===== config.mk =====
export PLATFORM = sky130hd
export DESIGN_NAME = alu_req_arbiter_flat
export DESIGN_NICKNAME = d
export VERILOG_FILES = /design/src/rtl/alu_req_arbiter_if.sv /design/src/rtl/alu_req_arbiter.sv /design/src/flat_wrapper.sv
export SDC_FILE = /design/constraint.sdc
export NUM_CORES = 1
export LEC_CHECK = 0
export CAP_MARGIN = 20
export CORE_MARGIN = 3
export CORE_UTILIZATION = 43
export DETAILED_ROUTE_END_ITERATION = 7
export HOLD_SLACK_MARGIN = 0.08
export PLACE_DENSITY_LB_ADDON = 0.2
export SLEW_MARGIN = 5
export SYNTH_ARGS = -nofsm -noshare
export SYNTH_HDL_FRONTEND = slang
export SYNTH_SLANG_ARGS = --single-unit

===== constraint.sdc =====
create_clock -name clk -period 3.6 [get_ports clk]
set_clock_uncertainty 0.1 [all_clocks]
set_input_delay 0.36 -clock clk [delete_from_list [all_inputs] [get_ports clk]]
set_output_delay 0.36 -clock clk [all_outputs]
set_load 0.05 [all_outputs]

===== src/rtl/alu_req_arbiter_if.sv =====
`default_nettype none
// ============================================================================
// Module : alu_req_arbiter_if
// Brief  : Request/response and shared-ALU bundle for alu_req_arbiter.
// Rev    : 1.0  initial release
// ============================================================================
interface alu_req_arbiter_if #(
  parameter int WIDTH = 16,
  parameter int NREQ  = 2
);
  logic [NREQ-1:0]       req_valid;
  logic [NREQ-1:0]       req_ready;
  logic [NREQ*WIDTH-1:0] req_a;
  logic [NREQ*WIDTH-1:0] req_b;
  logic [NREQ*4-1:0]     req_instr;
  logic [NREQ-1:0]       rsp_valid;
  logic [NREQ-1:0]       rsp_ready;
  logic [WIDTH-1:0]      rsp_result;
  logic [3:0]            alu_instr;
  logic [WIDTH-1:0]      alu_a;
  logic [WIDTH-1:0]      alu_b;
  logic [WIDTH-1:0]      alu_result;

  // master is the surrounding environment: issue logic plus the alu result path
  modport master (
    output req_valid, req_a, req_b, req_instr, rsp_ready, alu_result,
    input  req_ready, rsp_valid, rsp_result, alu_instr, alu_a, alu_b
  );

  modport slave (
    input  req_valid, req_a, req_b, req_instr, rsp_ready, alu_result,
    output req_ready, rsp_valid, rsp_result, alu_instr, alu_a, alu_b
  );
endinterface
`default_nettype wire


===== src/rtl/alu_req_arbiter.sv =====
`default_nettype none
// ============================================================================
// Module : alu_req_arbiter
// Brief  : Shares one alu_control/alu pair between NREQ requesters.
//          Define ALU_ARB_FIXED_PRIO_EN for fixed lowest-index priority.
// Rev    : 1.0  initial release
// ============================================================================
module alu_req_arbiter #(
  parameter int WIDTH = 16,
  parameter int NREQ  = 2
) (
  input  logic               clk,
  input  logic               rst_n,
  alu_req_arbiter_if.slave   bus
);

  localparam int PW = (NREQ > 1) ? $clog2(NREQ) : 1;

  typedef enum logic [1:0] {
    S_IDLE = 2'd0,
    S_EXEC = 2'd1,
    S_RESP = 2'd2
  } state_t;

  state_t            r_state;
  state_t            w_next;
  logic [PW-1:0]     r_grant;
  logic [PW-1:0]     w_base;
  logic [PW-1:0]     w_win;
  logic              w_found;
  logic              w_accept;
  logic              w_release;
  logic [NREQ-1:0]   w_req_ready;
  logic [NREQ-1:0]   w_rsp_valid;
  logic [WIDTH-1:0]  r_alu_a;
  logic [WIDTH-1:0]  r_alu_b;
  logic [3:0]        r_alu_instr;
  logic [WIDTH-1:0]  r_rsp_result;

`ifdef ALU_ARB_FIXED_PRIO_EN
  assign w_base = '0;
`else
  logic [PW-1:0] r_rr_ptr;

  always_ff @(posedge clk or negedge rst_n) begin
    if (!rst_n) begin
      r_rr_ptr <= '0;
    end else if (w_release) begin
      r_rr_ptr <= (r_grant == PW'(NREQ - 1)) ? '0 : r_grant + 1'b1;
    end
  end

  assign w_base = r_rr_ptr;
`endif

  // Search upward from the base pointer, wrapping past NREQ-1 back to 0.
  always_comb begin
    int idx;
    w_found = 1'b0;
    w_win   = '0;
    idx     = 0;
    for (int k = 0; k < NREQ; k++) begin
      idx = int'(w_base) + k;
      if (idx >= NREQ) idx = idx - NREQ;
      if (!w_found && bus.req_valid[PW'(idx)]) begin
        w_found = 1'b1;
        w_win   = PW'(idx);
      end
    end
  end

  always_ff @(posedge clk or negedge rst_n) begin
    if (!rst_n) begin
      r_state <= S_IDLE;
      r_grant <= '0;
    end else begin
      r_state <= w_next;
      if (w_accept) r_grant <= w_win;
    end
  end

  always_comb begin
    w_next      = r_state;
    w_req_ready = '0;
    w_rsp_valid = '0;
    w_accept    = 1'b0;
    w_release   = 1'b0;
    case (r_state)
      S_IDLE: begin
        if (w_found) begin
          w_accept           = 1'b1;
          w_req_ready[w_win] = 1'b1;
          w_next             = S_EXEC;
        end
      end
      S_EXEC: w_next = S_RESP;
      S_RESP: begin
        w_rsp_valid[r_grant] = 1'b1;
        if (bus.rsp_ready[r_grant]) begin
          w_release = 1'b1;
          w_next    = S_IDLE;
        end
      end
      default: w_next = S_IDLE;
    endcase
  end

  // Operand registers are loaded only on accept and otherwise keep their last value.
  always_ff @(posedge clk or negedge rst_n) begin
    if (!rst_n) begin
      r_alu_a      <= '0;
      r_alu_b      <= '0;
      r_alu_instr  <= '0;
      r_rsp_result <= '0;
    end else begin
      if (w_accept) begin
        r_alu_a     <= bus.req_a[int'(w_win)*WIDTH +: WIDTH];
        r_alu_b     <= bus.req_b[int'(w_win)*WIDTH +: WIDTH];
        r_alu_instr <= bus.req_instr[int'(w_win)*4 +: 4];
      end
      if (r_state == S_EXEC) r_rsp_result <= bus.alu_result;
    end
  end

  // Reset forces IDLE, which could otherwise still raise req_ready from live requests.
  assign bus.req_ready  = rst_n ? w_req_ready : '0;
  assign bus.rsp_valid  = w_rsp_valid;
  assign bus.rsp_result = r_rsp_result;
  assign bus.alu_a      = r_alu_a;
  assign bus.alu_b      = r_alu_b;
  assign bus.alu_instr  = r_alu_instr;

endmodule
`default_nettype wire


===== src/flat_wrapper.sv =====
// flat-port wrapper written by rule: the top's interface ports become plain ports
module alu_req_arbiter_flat 
#(
  parameter int WIDTH = 16,
  parameter int NREQ  = 2
)
  (clk, rst_n, bus_req_valid, bus_req_a, bus_req_b, bus_req_instr, bus_rsp_ready, bus_alu_result, bus_req_ready, bus_rsp_valid, bus_rsp_result, bus_alu_instr, bus_alu_a, bus_alu_b);
  alu_req_arbiter_if #(.WIDTH(WIDTH), .NREQ(NREQ)) bus_i ();
  input  logic clk;
  input  logic rst_n;
  input wire logic [$bits(bus_i.req_valid)-1:0] bus_req_valid;
  input wire logic [$bits(bus_i.req_a)-1:0] bus_req_a;
  input wire logic [$bits(bus_i.req_b)-1:0] bus_req_b;
  input wire logic [$bits(bus_i.req_instr)-1:0] bus_req_instr;
  input wire logic [$bits(bus_i.rsp_ready)-1:0] bus_rsp_ready;
  input wire logic [$bits(bus_i.alu_result)-1:0] bus_alu_result;
  output wire logic [$bits(bus_i.req_ready)-1:0] bus_req_ready;
  output wire logic [$bits(bus_i.rsp_valid)-1:0] bus_rsp_valid;
  output wire logic [$bits(bus_i.rsp_result)-1:0] bus_rsp_result;
  output wire logic [$bits(bus_i.alu_instr)-1:0] bus_alu_instr;
  output wire logic [$bits(bus_i.alu_a)-1:0] bus_alu_a;
  output wire logic [$bits(bus_i.alu_b)-1:0] bus_alu_b;
  assign bus_i.req_valid = bus_req_valid;
  assign bus_i.req_a = bus_req_a;
  assign bus_i.req_b = bus_req_b;
  assign bus_i.req_instr = bus_req_instr;
  assign bus_i.rsp_ready = bus_rsp_ready;
  assign bus_i.alu_result = bus_alu_result;
  assign bus_req_ready = bus_i.req_ready;
  assign bus_rsp_valid = bus_i.rsp_valid;
  assign bus_rsp_result = bus_i.rsp_result;
  assign bus_alu_instr = bus_i.alu_instr;
  assign bus_alu_a = bus_i.alu_a;
  assign bus_alu_b = bus_i.alu_b;
  alu_req_arbiter #(.WIDTH(WIDTH), .NREQ(NREQ)) u_core (.clk(clk), .rst_n(rst_n), .bus(bus_i));
endmodule

# Yosys cells after proc, flatten, opt, wreduce, memory -nomap -nowiden
# Cells that the tools add are included.
# W data, S select, Z words.
# op_classes
mul	0
bitwise_logic	0
mux	28
reduce_logical	6
magnitude_cmp	8
div_mod_pow	0
shift	3
add_sub_neg	4
n_eq_ne	4
# op_table
cell	n
$shiftx A32 B6 Y16	2
$mux W1	19
$mux W2	6
$shiftx A8 B4 Y4	1
$lt A1 B3 Y1 const B	2
$pmux W2 S3	1
$lt A1 B2 Y1 const B	2
$ne A2 B1 Y1 const B	2
$logic_and A1 B1 Y1	3
$add A1 B1 Y2 const B	1
$demux W1 S1	2
$eq A2 B1 Y1 const B	1
$eq A2 B2 Y1 const B	1
$ge A1 B1 Y1 const B	2
$ge A1 B2 Y1 const B	1
$ge A2 B2 Y1 const B	1
$logic_not A2 Y1	1
$reduce_and A2 Y1	1
$sub A1 B1 Y1 const B	2
$add A1 B1 Y1 const B	1
$logic_not A1 Y1	1
# word_totals
rom_bits	0
latchBits	0
mem_bits_rw	0
mem_count	0
output_inout_bits	56
reg_bits	56

# Longest topological paths before layout
# depth
ltp_word	16
depth_mapped	4

# Worst setup path after synthesis
# Ideal clock, no wire load.
# synth_timing
path_kind	flip-flop to output port
from	register u_core.r_state[1]
to	output bus_req_ready[0]
path_stages_with_launch	4
required_time_ns	3.140
slack_ns	1.748
arrival_time_ns	1.392
path_cell_list	dfrtp_1 nor3b_4 buf_4 and3b_1
# synth_between
elab_chain_len	3
# synth_rtl
element	line_no	source
start, declared	alu_req_arbiter.sv:25	state_t r_state;
start signal, assigned	alu_req_arbiter.sv:77	r_state <= w_next;
$logic_not A2 Y1	alu_req_arbiter.sv:88	case (r_state)
$mux W2	alu_req_arbiter.sv:88	
$mux W2	alu_req_arbiter.sv:126	assign bus.req_ready = rst_n ? w_req_ready : '0;
end, declared	flat_wrapper.sv:17	output wire logic [$bits(bus_i.req_ready)-1:0] bus_req_ready;
# No other way between the ends.

# Final worst setup path
# layout_timing
from	input rst_n
to	output bus_req_ready[0]
# layout_between
elab_chain_len	1
# layout_rtl
element	line_no	source
start, declared	flat_wrapper.sv:10	input logic rst_n;
$mux W2	alu_req_arbiter.sv:126	
# No other way between the ends.

==> flow_summary.ini <==
[synthesis]
synth_nets = 263
synth_seq_area_share = 0.484
synthCells = 169
netlist_area_mm2 = 0.00289
synth_cell_type_count = 17
yosysWarnings = 0
synth.avg_cell_area_um2 = 17.1
ys_seq_elements = 56

[worst_hold_path]
hp-class = register to register
hold_start = u_core.bus.rsp_result[15]

[timing]
whs_ns = 0.413
rsz0062_at_grt = false
setup_violations = 0
maxSlewHeadroom = 0.382
max_freq_mhz = 352
setup_slack_ns = 0.761
post-route-period-util = 0.789
drv_slew = 0
timing.final.hold_violations = 0
setup_tns_ns = 0
worstMarginPinSlew_ns = 0.928
min_period_ns = 2.84

[clock_network]
clock-root-buffer = clkbuf_8
cts_tree = done
cts.sinks = 56
cts_made_buffers = 5
clk_pin_slew_worst_paths_ns = 0.10
cts_setup_buffers = 0
clock_path_buffers = 2
ctsHtreeMaxLevel = 2
insertion_delay_ns = 0.31

[global_route]
antenna_found_initial = 0
grt_pass1_wl_um = 10200
grt_use_total = 0.173
grt_start_max_net_pins = 39
overflow = 0
grt_pass1_vias = 2065

[placed_design]
pre_cts_slack_ns = 1.12
place_congestion = 0.799
port_buffers = 148
dp_hpwl_um = 4940

[pwr]
vdd.ir_drop.worst_v = 0.000510
powerDensity_mw_per_mm2 = 1010
p_leak_nw = 2.02

[worst_setup_path]
crit_type = input port to primary output
crit_required_ns = 3.14
crit_fanout = 22
cp_top_family = buffers and inverters
crit_arrival_ns = 2.38
crit_start = rst_n
cpPeakStageDelay_ns = 0.81
rr_startpoint = u_core.r_rr_ptr
crit_path_end_kind = primary output
critPathBufInv = 3
cpMaxStageDelayCell = clkdlybuf4s50_1
startpoint_type = input port
path_cells = dlygate4sd3_1 > buf_2 > and3b_1 > clkdlybuf4s50_1

[floorplanning]
start_util = 0.450
ios = 150
core_area_mm2 = 0.00642
dieWidth_um = 88.0
num_rows = 29
dieArea_mm2 = 0.00775
die_height_um = 88.0

[finish]
diodes = 0
drive_gt1_frac = 0.321
mostFrequentLayoutCells = clkdlybuf4s50_1, mux2_4, dfrtp_1, mux2_2, clkbuf_8
fillers = 479
area_growth_pct = 55.3
final_nets = 411
layout_commonest_cell = clkdlybuf4s50_1

[status]
outcome = finished, final reports clean

[run]
max_cap_viol_count = 0

[drt]
post_drt_wl_per_cell_um = 16.6
drc_errors = 0
vias = 1913
drt_iter0_drc = 46
postRouteAntennaNets = 0
drt-total-wl_um = 6550
drt_pass1_iterations = 2
viasPerCell = 4.84
==> final cells by class <==
type / count / area [um^2] / share of cell area
Multi-Input combinational cell: 101 / 1370 / 0.304
Timing Repair Buffer: 152 / 1510 / 0.336
Clock buffer: 5 / 68.8 / 0.0153
Clock inverter: 3 / 47.5 / 0.0106
Inverter: 1 / 3.75 / 0.000835
Tap cell: 77 / 96.3 / 0.0214
Sequential cell: 56 / 1400 / 0.312
==> power breakdown <==
group / switching (mW) / internal (mW) / leakage [nW]
clock: 0.207 / 0.210 / 0.0583
sequential: 0.229 / 0.952 / 0.651
combinational: 1.60 / 1.32 / 1.31
total: 2.03 / 2.49 / 2.02
==> worst paths after layout <==
kind / end / slack, ns / depth (start not counted)
setup / recovery: bus_req_ready[0] / 0.76 / 4
setup reg to reg: u_core.bus.alu_a[13] / 1.53 / 3
max in group asynchronous: u_core.r_rr_ptr / 2.05 / 3
hold / removal: u_core.bus.rsp_result[15] / 0.41 / 1
min in group asynchronous: u_core.bus.alu_a[11] / 0.49 / 2
hold reg to reg: u_core.bus.rsp_result[15] / 0.41 / 1
==> per-stage QoR <==
stage	power (mW)	instance area, um^2	util	std cells
after global routing	4.72	4490	0.700	395
after CTS	4.57	4490	0.700	395
after global placement	4.09	4370	0.680	386
after floorplan	3.30	2890	-	169
final	4.52	4490	0.700	395
after detailed placement	4.13	4370	0.680	386
==> cells in the mapped netlist <==
cell      number  area [um^2]
nor3b_4        1         18.8
buf_6          9          101
clkbuf_8       1         13.8
buf_4          1         7.51
and3_1         1         6.26
a211o_1        1         8.76
mux2_2        17          191
mux2_1         2         22.5
dfrtp_1       56         1400
a21boi_0       1         7.51
o21ai_0        1         5.00
nor4bb_1       1         10.0
mux2_4        71         1070
nor2_1         2         7.51
nand2b_1       2         12.5
and3b_1        1         8.76
inv_1          1         3.75
==> state kept, by name, indices dropped and copies added (netlist names) <==
signal and cells:
u_core.r_rr_ptr 1, u_core.bus.alu_a 16, u_core.bus.alu_b 16, u_core.r_state 2, u_core.bus.alu_instr 4, u_core.r_grant 1
u_core.bus.rsp_result 16
==> layer usage <==
layer	GRT usage	vias to the layer above	wire, um
met1	0.204	927	2590
met3	0.0461	7	505
met4	0.0453	0	70
met5	0	-	0
li1	-	895	-
met2	0.312	84	3390
==> logic make-up (layout without fill, tap and decap cells) <==
| group | Yosys count | in the layout | share of synthesized area |
|---|---|---|---|
| flip-flops | 56 | 56 | 0.484 |
| multiplexers | 90 | 90 | 0.442 |
| AO/OA/AOI/OAI | 3 | 3 | 0.00735 |
| AND/OR/NAND/NOR | 8 | 8 | 0.0221 |
| buffers and inverters | 12 | 161 | 0.0437 |
==> repair_timing <==
item                                   4_1_cts  5_1_grt
setup endpoints to repair                    0        0
hold buffers                                 1        0
endpoints found under the hold margin       19        0
resized for setup                            0        0
No activity file was read; power rests on OpenSTA's default activity.
